File: src/rtl/slave_memory_initiator_pkg.sv
// Shared widths, command opcodes and FSM encoding for the slave memory initiator.
package slave_memory_initiator_pkg;

  localparam int SMI_DATA_W = 12;
  localparam int SMI_ADDR_W = 5;
  localparam int SMI_DEPTH  = 32;

  typedef enum logic [1:0] {
    OP_WRITE = 2'b00,
    OP_READ  = 2'b01,
    OP_BURST = 2'b10,
    OP_RSVD  = 2'b11
  } smi_op_e;

  typedef enum logic [1:0] {
    ST_IDLE  = 2'b00,
    ST_WRITE = 2'b01,
    ST_READ  = 2'b10,
    ST_RESP  = 2'b11
  } smi_state_e;

endpackage

File: src/rtl/slave_memory_initiator.sv
// Command-driven initiator for a falling-edge-sampled target memory: single writes,
// single reads and wrapping burst reads; every output is a flop, responses held until consumed.
module slave_memory_initiator
  import slave_memory_initiator_pkg::*;
#(
  parameter int DATA_W = SMI_DATA_W,
  parameter int ADDR_W = SMI_ADDR_W,
  parameter int DEPTH  = SMI_DEPTH
) (
  input  logic              clk,
  input  logic              reset,
  input  logic              cmd_valid,
  output logic              cmd_ready,
  input  logic [1:0]        cmd_op,
  input  logic [ADDR_W-1:0] cmd_addr,
  input  logic [ADDR_W-1:0] cmd_len,
  input  logic [DATA_W-1:0] cmd_data,
  output logic              rsp_valid,
  input  logic              rsp_ready,
  output logic [DATA_W-1:0] rsp_data,
  output logic [ADDR_W-1:0] rsp_addr,
  output logic              rsp_last,
  output logic              mem_write,
  output logic [ADDR_W-1:0] mem_write_addr,
  output logic [DATA_W-1:0] mem_write_node,
  output logic [ADDR_W-1:0] mem_read_addr,
  input  logic [DATA_W-1:0] mem_read_node,
  output logic              busy
);

  smi_state_e        state_q, state_d;
  logic [ADDR_W-1:0] count_q, count_d;
  logic [ADDR_W-1:0] rd_addr_q, rd_addr_d;
  logic [ADDR_W-1:0] wr_addr_q, wr_addr_d;
  logic [DATA_W-1:0] wr_data_q, wr_data_d;
  logic              mem_write_q, mem_write_d;
  logic              rsp_valid_q, rsp_valid_d;
  logic [DATA_W-1:0] rsp_data_q, rsp_data_d;
  logic [ADDR_W-1:0] rsp_addr_q, rsp_addr_d;
  logic              rsp_last_q, rsp_last_d;
  logic              cmd_ready_q, cmd_ready_d;
  logic              busy_q, busy_d;
  logic              cmd_acc;

  assign cmd_acc = cmd_valid && cmd_ready_q;

  always_ff @(posedge clk or negedge reset) begin
    if (!reset) begin
      state_q     <= ST_IDLE;
      count_q     <= '0;
      rd_addr_q   <= '0;
      wr_addr_q   <= '0;
      wr_data_q   <= '0;
      mem_write_q <= 1'b0;
      rsp_valid_q <= 1'b0;
      rsp_data_q  <= '0;
      rsp_addr_q  <= '0;
      rsp_last_q  <= 1'b0;
      cmd_ready_q <= 1'b1;
      busy_q      <= 1'b0;
    end else begin
      state_q     <= state_d;
      count_q     <= count_d;
      rd_addr_q   <= rd_addr_d;
      wr_addr_q   <= wr_addr_d;
      wr_data_q   <= wr_data_d;
      mem_write_q <= mem_write_d;
      rsp_valid_q <= rsp_valid_d;
      rsp_data_q  <= rsp_data_d;
      rsp_addr_q  <= rsp_addr_d;
      rsp_last_q  <= rsp_last_d;
      cmd_ready_q <= cmd_ready_d;
      busy_q      <= busy_d;
    end
  end

  // Reserved opcode is accepted but leaves the FSM in IDLE.
  always_comb begin
    state_d = state_q;
    case (state_q)
      ST_IDLE: begin
        if (cmd_acc) begin
          case (smi_op_e'(cmd_op))
            OP_WRITE:          state_d = ST_WRITE;
            OP_READ, OP_BURST: state_d = ST_READ;
            default:           state_d = ST_IDLE;
          endcase
        end
      end
      ST_WRITE: state_d = ST_IDLE;
      ST_READ:  state_d = ST_RESP;
      ST_RESP: begin
        if (rsp_ready) state_d = rsp_last_q ? ST_IDLE : ST_READ;
      end
      default: state_d = ST_IDLE;
    endcase
  end

  always_comb begin
    count_d     = count_q;
    rd_addr_d   = rd_addr_q;
    wr_addr_d   = wr_addr_q;
    wr_data_d   = wr_data_q;
    mem_write_d = 1'b0;
    rsp_valid_d = rsp_valid_q;
    rsp_data_d  = rsp_data_q;
    rsp_addr_d  = rsp_addr_q;
    rsp_last_d  = rsp_last_q;
    case (state_q)
      ST_IDLE: begin
        if (cmd_acc) begin
          case (smi_op_e'(cmd_op))
            OP_WRITE: begin
              mem_write_d = 1'b1;
              wr_addr_d   = cmd_addr;
              wr_data_d   = cmd_data;
            end
            OP_READ: begin
              rd_addr_d = cmd_addr;
              count_d   = '0;
            end
            OP_BURST: begin
              rd_addr_d = cmd_addr;
              count_d   = cmd_len;
            end
            default: ;
          endcase
        end
      end
      // Target has sampled rd_addr on the falling edge, so its data is valid here.
      ST_READ: begin
        rsp_valid_d = 1'b1;
        rsp_data_d  = mem_read_node;
        rsp_addr_d  = rd_addr_q;
        rsp_last_d  = (count_q == '0);
      end
      ST_RESP: begin
        if (rsp_ready) begin
          rsp_valid_d = 1'b0;
          if (!rsp_last_q) begin
            rd_addr_d = (rd_addr_q == ADDR_W'(DEPTH - 1)) ? '0 : rd_addr_q + ADDR_W'(1);
            count_d   = count_q - ADDR_W'(1);
          end
        end
      end
      default: ;
    endcase
    cmd_ready_d = (state_d == ST_IDLE);
    busy_d      = (state_d != ST_IDLE);
  end

  assign cmd_ready      = cmd_ready_q;
  assign busy           = busy_q;
  assign rsp_valid      = rsp_valid_q;
  assign rsp_data       = rsp_data_q;
  assign rsp_addr       = rsp_addr_q;
  assign rsp_last       = rsp_last_q;
  assign mem_write      = mem_write_q;
  assign mem_write_addr = wr_addr_q;
  assign mem_write_node = wr_data_q;
  assign mem_read_addr  = rd_addr_q;

endmodule

File: config.mk
export PLATFORM = sky130hd
export DESIGN_NAME = slave_memory_initiator
export DESIGN_NICKNAME = d
export VERILOG_FILES = /design/src/rtl/slave_memory_initiator_pkg.sv /design/src/rtl/slave_memory_initiator.sv
export SDC_FILE = /design/constraint.sdc
export NUM_CORES = 1
export LEC_CHECK = 0
export BUFFER_PORTS_ARGS = -buffer_cell sky130_fd_sc_hd__clkbuf_2
export CAP_MARGIN = 0
export CELL_PAD_IN_SITES_DETAIL_PLACEMENT = 2
export CELL_PAD_IN_SITES_GLOBAL_PLACEMENT = 2
export CORE_MARGIN = 3
export CORE_UTILIZATION = 27
export DETAILED_ROUTE_END_ITERATION = 16
export GPL_ROUTABILITY_DRIVEN = 0
export PLACE_DENSITY_LB_ADDON = 0.1
export SLEW_MARGIN = 20
export SYNTH_ARGS = -nofsm -noshare
export SYNTH_HDL_FRONTEND = slang
export SYNTH_SLANG_ARGS = --single-unit
File: constraint.sdc
create_clock -name clk -period 1.61 [get_ports clk]
set_input_delay 0 -clock clk [delete_from_list [all_inputs] [get_ports clk]]
set_output_delay 0 -clock clk [all_outputs]
set_load 0.05 [all_outputs]
==> results.toml, run 1 <==
[global_route]
grt_max_degree = 35
grt_pass1_wl_microns = 12100
grtUsageMet1_pct = 18.8
grt_overflow = 0
met2_usage_pct = 27.6
grt_pass1_vias = 2326
track_usage_pct = 15.4
antenna_found_initial = 0
gr-usage-met3_pct = 3.54
grt.busiest_layer = "met2"

[finish]
drive_gt1_share_pct = 49.3
areaGrowthSynthToFinish_pct = 58.1
multi_input_area_sq_mm = 0.00113
ff_latch_area_sq_mm = 0.00128
antenna_cells = 0
final_common_cell = "clkbuf_2"
finalNonFillerCells = 470
n_fill_cell = 905
layout_common_cells = "clkbuf_2 (83), nand2_1 (47), dfrtp_1 (46)"
utilization_pct = 45.0
finalNetCount = 416
final_cell_area_sq_mm = 0.00377

[timing]
worst_slack_ns = -0.0883
fmax_mhz = 589
whs_ns = 0.0128
rsz0062_at_grt = "yes"
period_needed_ns = 1.70
fin_crit_sh_pct = 105
skew_ns = 0.00613
setup_viol = 9
setup_tns_ns = -0.473
hold_viol = 0
slew_headroom_pct = 67.5
drv_slew = 0
worstMarginPinSlew_ns = 0.487

[clock_network]
clock-sinks = 51
cts_buffers = 5
root_buffer = "clkbuf_8"
cts_tree = "yes"
path_clk_slew_ns = 0.10
cts_max_level = 2
clk-insertion-delay-late_ns = 0.31
clk_path_buf_depth = 2

[critical_path]
end_kind = "register"
rr_endpoint = "count_q[2]$_DFFE_PN0P_"
arrival_ns = 1.94
r2r_start = "state_q[0]$_DFF_PN0_"
endpoint = "count_q[2]$_DFFE_PN0P_"
reg2reg_slack_ns = -0.09
crit_required_ns = 1.86
path_class = "register to register"
cp-startpoint = "state_q[0]$_DFF_PN0_"
reg2regPathDepth = 8
critPathLaunchType = "register"
path_max_fanout = 7

[drt]
drc = 0
viasPerCell = 4.54
routed_wl_microns = 7680
vias = 2132
firstDrtPassIters = 4
ant_nets = 0
drt_iter0_markers = 38
wl_per_cell_microns = 16.3

[yosys]
seq_area_frac_synth_pct = 53.5
synthArstFlopShare_pct = 100
synth_cell_types = 40
yosys_warnings = 0
synth.cell_area_sq_mm = 0.00239
synth_edf_count = 0
syn_nets = 266
syn_inst = 214
ys.flop_type = "dfrtp_1"
avgSynthCellArea_sq_um = 11.1
yosys_register_bits = 51

[floorplanning]
rows = 33
num_io_pins = 84
die_area_sq_mm = 0.0100
start_util_pct = 28.5
core_area_sq_mm = 0.00838
fp.dieW_microns = 100
fp.dieH_microns = 100

[place]
placed_cell_area_sq_mm = 0.00313
io_buffers = 83
dpl.hpwl_microns = 5250
place_ws_ns = -0.132
place_inst = 418

[power]
total_power_mw = 8.94
ir_worst_vdd_uv = 838
power-per-cell-area_mw_per_mm2 = 2370
p_leak_nw = 1.85

[job]
maxCapViolCount = 0

[status]
status = "finished, violations left"
violations = "setup timing"

[min_path]
hold_class = "input port to register"
==> layer usage <==
metal / vias to the layer above / part of all wire, %
met5: - / 0
met4: 0 / 0.87
met3: 7 / 3.6
met2: 39 / 53
met1: 1063 / 42
li1: 1023 / -
==> Yosys cell counts, types with 2 or more instances <==
cell type,instances,share of area [%]
dfrtp_1,50,52
nand2_1,47,7.4
mux2_2,17,8.0
ha_1,12,6.3
inv_1,12,1.9
nor2_1,7,1.1
mux2i_1,6,2.5
a21oi_1,5,1.0
a21oi_2,4,1.5
a22oi_1,3,0.94
buf_2,3,0.63
clkbuf_1,3,0.47
nor2b_1,3,0.79
o21a_1,3,0.94
o21ai_1,3,0.63
o221ai_1,3,1.1
a21boi_1,2,0.63
buf_6,2,0.94
nand2b_1,2,0.52
nand3_1,2,0.42
nand4_1,2,0.52
nor3_1,2,0.42
nor3b_1,2,0.63
xnor2_1,2,0.73
xor2_1,2,0.73
==> critical path, cell delays in order (launching register included) <==
cell	delay (ns)
dfrtp_1	0.43
inv_2	0.08
ha_4	0.17
nor3b_4	0.15
a2111oi_4	0.31
buf_6	0.19
buf_6	0.11
nand4b_1	0.09
nand4_1	0.11
==> report_power, final <==
group / internal, mW / switching, mW
logic: 2.23 / 3.55
clock network: 0.354 / 0.446
registers: 1.91 / 0.441
==> worst min-delay path by stage <==
stage | start | end | slack (ns) | cells past startpoint
global route | cmd_len[1] | count_q[1]$_DFFE_PN0P_ | 0.01 | 3
floorplan | reset | busy$_DFF_PN0_ | -0.30 | 0
detailed placement | reset | rsp_data[9]$_DFFE_PN0P_ | -0.008 | 1
finish | cmd_len[1] | count_q[1]$_DFFE_PN0P_ | 0.01 | 3
CTS | cmd_len[1] | count_q[1]$_DFFE_PN0P_ | 0.009 | 3
global placement | reset | rsp_data[7]$_DFFE_PN0P_ | -0.008 | 1
==> state kept, by name, indices dropped and copies added (netlist names), 2 cells and up <==
| name | count |
|---|---|
| rsp_addr | 5 |
| count_q | 5 |
| mem_read_addr | 5 |
| rsp_data | 12 |
| mem_write_node | 12 |
| state_q | 2 |
| mem_write_addr | 5 |
==> kinds of logic after synthesis <==
group | share of synthesized area [%]
flip-flops | 53.5
multiplexers | 10.5
AO/OA/AOI/OAI | 10.8
adder cells (fa/ha/maj) | 6.29
buffers and inverters | 4.25
XOR/XNOR | 1.47
AND/OR/NAND/NOR | 13.1
==> final cells by class <==
cell class | count | area share, %
clock inverters | 1 | 0.232
inverters | 13 | 1.43
flip-flops and latches | 51 | 34.0
repair buffers | 152 | 28.6
well taps | 105 | 3.48
multi-input cells | 141 | 30.0
clock buffers | 7 | 2.29
==> what timing repair did <==
| action | CTS | global route |
|---|---|---|
| hold buffers | 32 | 0 |
| pin swaps | 2 | 2 |
| setup buffers | 5 | 7 |
| setup endpoints to repair | 10 | 28 |
| hold endpoints to repair | 48 | 0 |
| gates resized for setup | 7 | 29 |
Note: power is estimated with default switching activity, not from simulation.
==> inputs of run 2 (changes only) <==
CAP_MARGIN = not set   (was 0)
REMOVE_ABC_BUFFERS = 1   (was not set)
==> results.toml, run 2 (synthesis results as in run 1) <==
[critical_path]
path_max_fanout = 5
r2r_start = "state_q[1]$_DFF_PN0_"
end_kind = "register"
critPathLaunchType = "register"
cp-startpoint = "state_q[1]$_DFF_PN0_"
arrival_ns = 1.85
crit_required_ns = 1.84
path_class = "register to register"

[place]
dpl.hpwl_microns = 5060
place_inst = 413
place_ws_ns = -0.0777
placed_cell_area_sq_mm = 0.00306
io_buffers = 83

[clock_network]
clk_path_buf_depth = 2
root_buffer = "clkbuf_8"
cts_buffers = 5
path_clk_slew_ns = 0.10
cts_max_level = 2
clk-insertion-delay-late_ns = 0.31
cts_tree = "yes"
clock-sinks = 51

[finish]
layout_common_cells = "clkbuf_2 (83), dfrtp_1 (50), nand2_1 (47)"
finalNetCount = 403
utilization_pct = 43.3
areaGrowthSynthToFinish_pct = 52.2
antenna_cells = 0
drive_gt1_share_pct = 45.7
final_common_cell = "clkbuf_2"
finalNonFillerCells = 457
n_fill_cell = 910
final_cell_area_sq_mm = 0.00363

[floorplanning]
num_io_pins = 84
rows = 33
core_area_sq_mm = 0.00838
fp.dieW_microns = 100
start_util_pct = 28.5
die_area_sq_mm = 0.0100
fp.dieH_microns = 100

[power]
p_leak_nw = 1.78
power-per-cell-area_mw_per_mm2 = 2320
ir_worst_vdd_uv = 864

[global_route]
grt_pass1_vias = 2322
grt_max_degree = 52
grt_overflow = 0
antenna_found_initial = 0
track_usage_pct = 14.5
grt_pass1_wl_microns = 11700

[timing]
setup_viol = 1
period_needed_ns = 1.62
rsz0062_at_grt = "yes"
whs_ns = 0.0160
drv_slew = 0
fmax_mhz = 618
slew_headroom_pct = 78.6
fin_crit_sh_pct = 100
worstMarginPinSlew_ns = 0.312
skew_ns = 0.00758
hold_viol = 0
worst_slack_ns = -0.00689

[drt]
wl_per_cell_microns = 15.7
viasPerCell = 4.60
vias = 2102
firstDrtPassIters = 2
drc = 0
ant_nets = 0
routed_wl_microns = 7180
drt_iter0_markers = 50

[status]
violations = "setup timing"
status = "finished, violations left"

[job]
maxCapViolCount = 0

[min_path]
hp-start = "cmd_len[3]"
hold_class = "input port to register"
==> run 2: cell count changes in the layout (fill, tap and decap cells not counted), sizes merged <==
cell | previous run | this run
clkinv | 1 | 2
buf | 37 | 23
dlygate4sd3 | 32 | 33
clkbuf | 90 | 88
clkinvlp | 0 | 1
==> run 2: per-layer routing <==
| metal | GRT usage, % | share of wire, % |
|---|---|---|
| met5 | 0 | 0 |
| met4 | 2.80 | 0.68 |
| met3 | 3.54 | 4.3 |
| met2 | 25.6 | 53 |
| met1 | 18.1 | 42 |
==> run 2: timing repair <==
item | in CTS | in global routing
setup buffers | 2 | 1
resized for setup | 8 | 20
pin swaps | 3 | 1
hold buffers | 33 | 0
endpoints found under the setup margin | 26 | 31
hold endpoints to repair | 83 | 0
==> run 2: power by group <==
part	switching, mW	leakage [nW]	total (mW)	internal [mW]
Sequential	0.398	0.615	2.30	1.90
Combinational	3.45	1.12	5.34	1.88
Clock	0.461	0.0443	0.773	0.312
==> run 2: worst paths after layout <==
path,end,cells past startpoint,slack [ns]
worst min-delay path,count_q[3]$_DFFE_PN0P_,3,0.02
min in group asynchronous,mem_write_addr[3]$_DFFE_PN0P_,3,0.22
max in group asynchronous,cmd_ready$_DFF_PN1_,3,1.10
worst min register to register,mem_write_node[2]$_DFFE_PN0P_,2,0.49
worst max register to register,mem_read_addr[1]$_DFFE_PN0P_,8,-0.007
worst max-delay path,mem_read_addr[1]$_DFFE_PN0P_,8,-0.007
==> run 2: area by class of cell <==
type	count	area [sq um]	share of cell area (%)
clock buffer	5	68.8	1.89
inverter	13	51.3	1.41
clock inverter	3	25.0	0.689
multi-input combinational	141	1120	30.9
timing repair buffer	139	955	26.3
sequential	51	1280	35.2
tap	105	131	3.62
==> run 2: critical path: stages (launching register included) <==
cell,delay (ns)
dfrtp_1,0.42
inv_2,0.10
ha_4,0.19
mux2i_4,0.19
a211oi_4,0.22
buf_6,0.16
buf_6,0.12
nor2_2,0.03
a21oi_1,0.12
==> run 2: stage by stage <==
stage,power (mW),setup TNS (ns)
floorplan,5.74,-6.11
global route,8.98,-0.728
finish,8.41,-0.00689
detailed placement,7.25,-0.582
global placement,7.14,0
CTS,8.22,-0.000745
==> inputs of run 3 (changes only) <==
CAP_MARGIN = 20   (was not set)
CORE_UTILIZATION = 28   (was 27)
CTS_BUF_LIST = sky130_fd_sc_hd__clkbuf_2   (was not set)
==> results.toml, run 3 (synthesis results as in run 1) <==
[status]
status = "finished, violations left"
violations = "setup timing"

[critical_path]
path_class = "register to register"
reg2regPathDepth = 8
crit_required_ns = 2.01
arrival_ns = 2.08
path_max_fanout = 6
r2r_start = "state_q[0]$_DFF_PN0_"
cp-startpoint = "state_q[0]$_DFF_PN0_"
critPathLaunchType = "register"
end_kind = "register"

[drt]
wl_per_cell_microns = 16.2
firstDrtPassIters = 4
drc = 0
ant_nets = 0
routed_wl_microns = 7590
viasPerCell = 4.62
vias = 2160
drt_iter0_markers = 31

[timing]
period_needed_ns = 1.67
slew_headroom_pct = 74.5
fmax_mhz = 597
hold_viol = 0
fin_crit_sh_pct = 104
skew_ns = 0.0230
worstMarginPinSlew_ns = 0.382
worst_slack_ns = -0.0637
setup_viol = 8
drv_slew = 0
whs_ns = 0.200
rsz0062_at_grt = "yes"

[clock_network]
cts_buffers = 5
clock-sinks = 51
path_clk_slew_ns = 0.27
clk_path_buf_depth = 2
cts_tree = "yes"
cts_max_level = 2
clk-insertion-delay-late_ns = 0.46
root_buffer = "clkbuf_2"

[finish]
antenna_cells = 0
utilization_pct = 45.0
finalNetCount = 414
layout_common_cells = "clkbuf_2 (88), dfrtp_1 (50), nand2_1 (47)"
final_common_cell = "clkbuf_2"
areaGrowthSynthToFinish_pct = 55.8
drive_gt1_share_pct = 46.6

[floorplanning]
die_area_sq_mm = 0.00966
rows = 33
num_io_pins = 84
core_area_sq_mm = 0.00826
start_util_pct = 28.9
fp.dieW_microns = 98.3
fp.dieH_microns = 98.3

[place]
place_ws_ns = -0.0881
io_buffers = 83
dpl.hpwl_microns = 5020

[min_path]
hold_depth = 5
hold_class = "input port to register"
hp-start = "cmd_op[1]"

[global_route]
grt_pass1_vias = 2441
track_usage_pct = 16.1
antenna_found_initial = 0
grt_pass1_wl_microns = 12400
grt_max_degree = 52
grt_overflow = 0

[power]
ir_worst_vdd_uv = 1020
power-per-cell-area_mw_per_mm2 = 2300
p_leak_nw = 1.83

[job]
maxCapViolCount = 0
run 3: cell types whose count changed in the layout (fill, tap and decap cells not counted), moves of 3 or more:
cell | before | now
buf_4 | 18 | 22
nor2_2 | 3 | 0
dlygate4sd3_1 | 33 | 38
clkbuf_2 | 83 | 88
clkbuf_8 | 5 | 0
run 3: through the flow:
| step | power [mW] | setup TNS, ns | instances | cell area, sq um |
|---|---|---|---|---|
| 2_1_floorplan | 5.74 | -6.11 | 205 | 2330 |
| 3_3_place_gp | 7.16 | -0.0132 | 416 | 3080 |
| 3_5_place_dp | 7.27 | -0.665 | 416 | 3080 |
| 4_1_cts | 8.37 | -0.174 | 466 | 3630 |
| 5_1_grt | 9.14 | -1.38 | 468 | 3720 |
| 6_report | 8.55 | -0.284 | 468 | 3720 |
run 3: final timing paths:
check / endpoint / slack (ns)
max: mem_read_addr[4]$_DFFE_PN0P_ / -0.06
min in group asynchronous: rsp_data[1]$_DFFE_PN0P_ / 0.58
min: state_q[0]$_DFF_PN0_ / 0.20
max in group asynchronous: cmd_ready$_DFF_PN1_ / 0.71
min reg2reg: mem_write_node[8]$_DFFE_PN0P_ / 0.52
max reg2reg: mem_read_addr[4]$_DFFE_PN0P_ / -0.06
run 3: power breakdown:
part	switching [mW]	total (mW)	internal, mW
logic	3.52	5.54	2.03
clock network	0.452	0.724	0.272
registers	0.386	2.28	1.89
total	4.36	8.55	4.19
run 3: what timing repair did:
| item | in CTS | in global routing |
|---|---|---|
| endpoints found under the setup margin | 28 | 23 |
| hold buffers | 38 | 0 |
| gates cloned | 1 | 0 |
| pin swaps | 5 | 1 |
| gates resized for setup | 18 | 16 |
| hold endpoints to repair | 96 | 0 |
| setup buffers | 3 | 2 |
run 3: area by class of cell:
class,count,area [sq um]
tap,105,131
sequential,51,1280
timing repair buffer,150,1060
clock buffer,5,25.0
fill,892,4540
clock inverter,3,47.5
multi-input combinational,141,1130
inverter,13,51.3
run 3: critical path: stages, from the launching register on:
cell,delay [ns]
dfrtp_1,0.46
inv_2,0.08
ha_2,0.23
mux2i_4,0.20
a211oi_4,0.23
buf_6,0.17
buf_6,0.12
nor2_1,0.04
a21oi_1,0.11
run 3: metal layers:
metal	wire (microns)	track usage, %	part of all wire (%)
met5	0	0	0
met4	69	3.78	0.91
met3	273	3.29	3.6
met2	4020	28.4	53
met1	3230	20.1	42
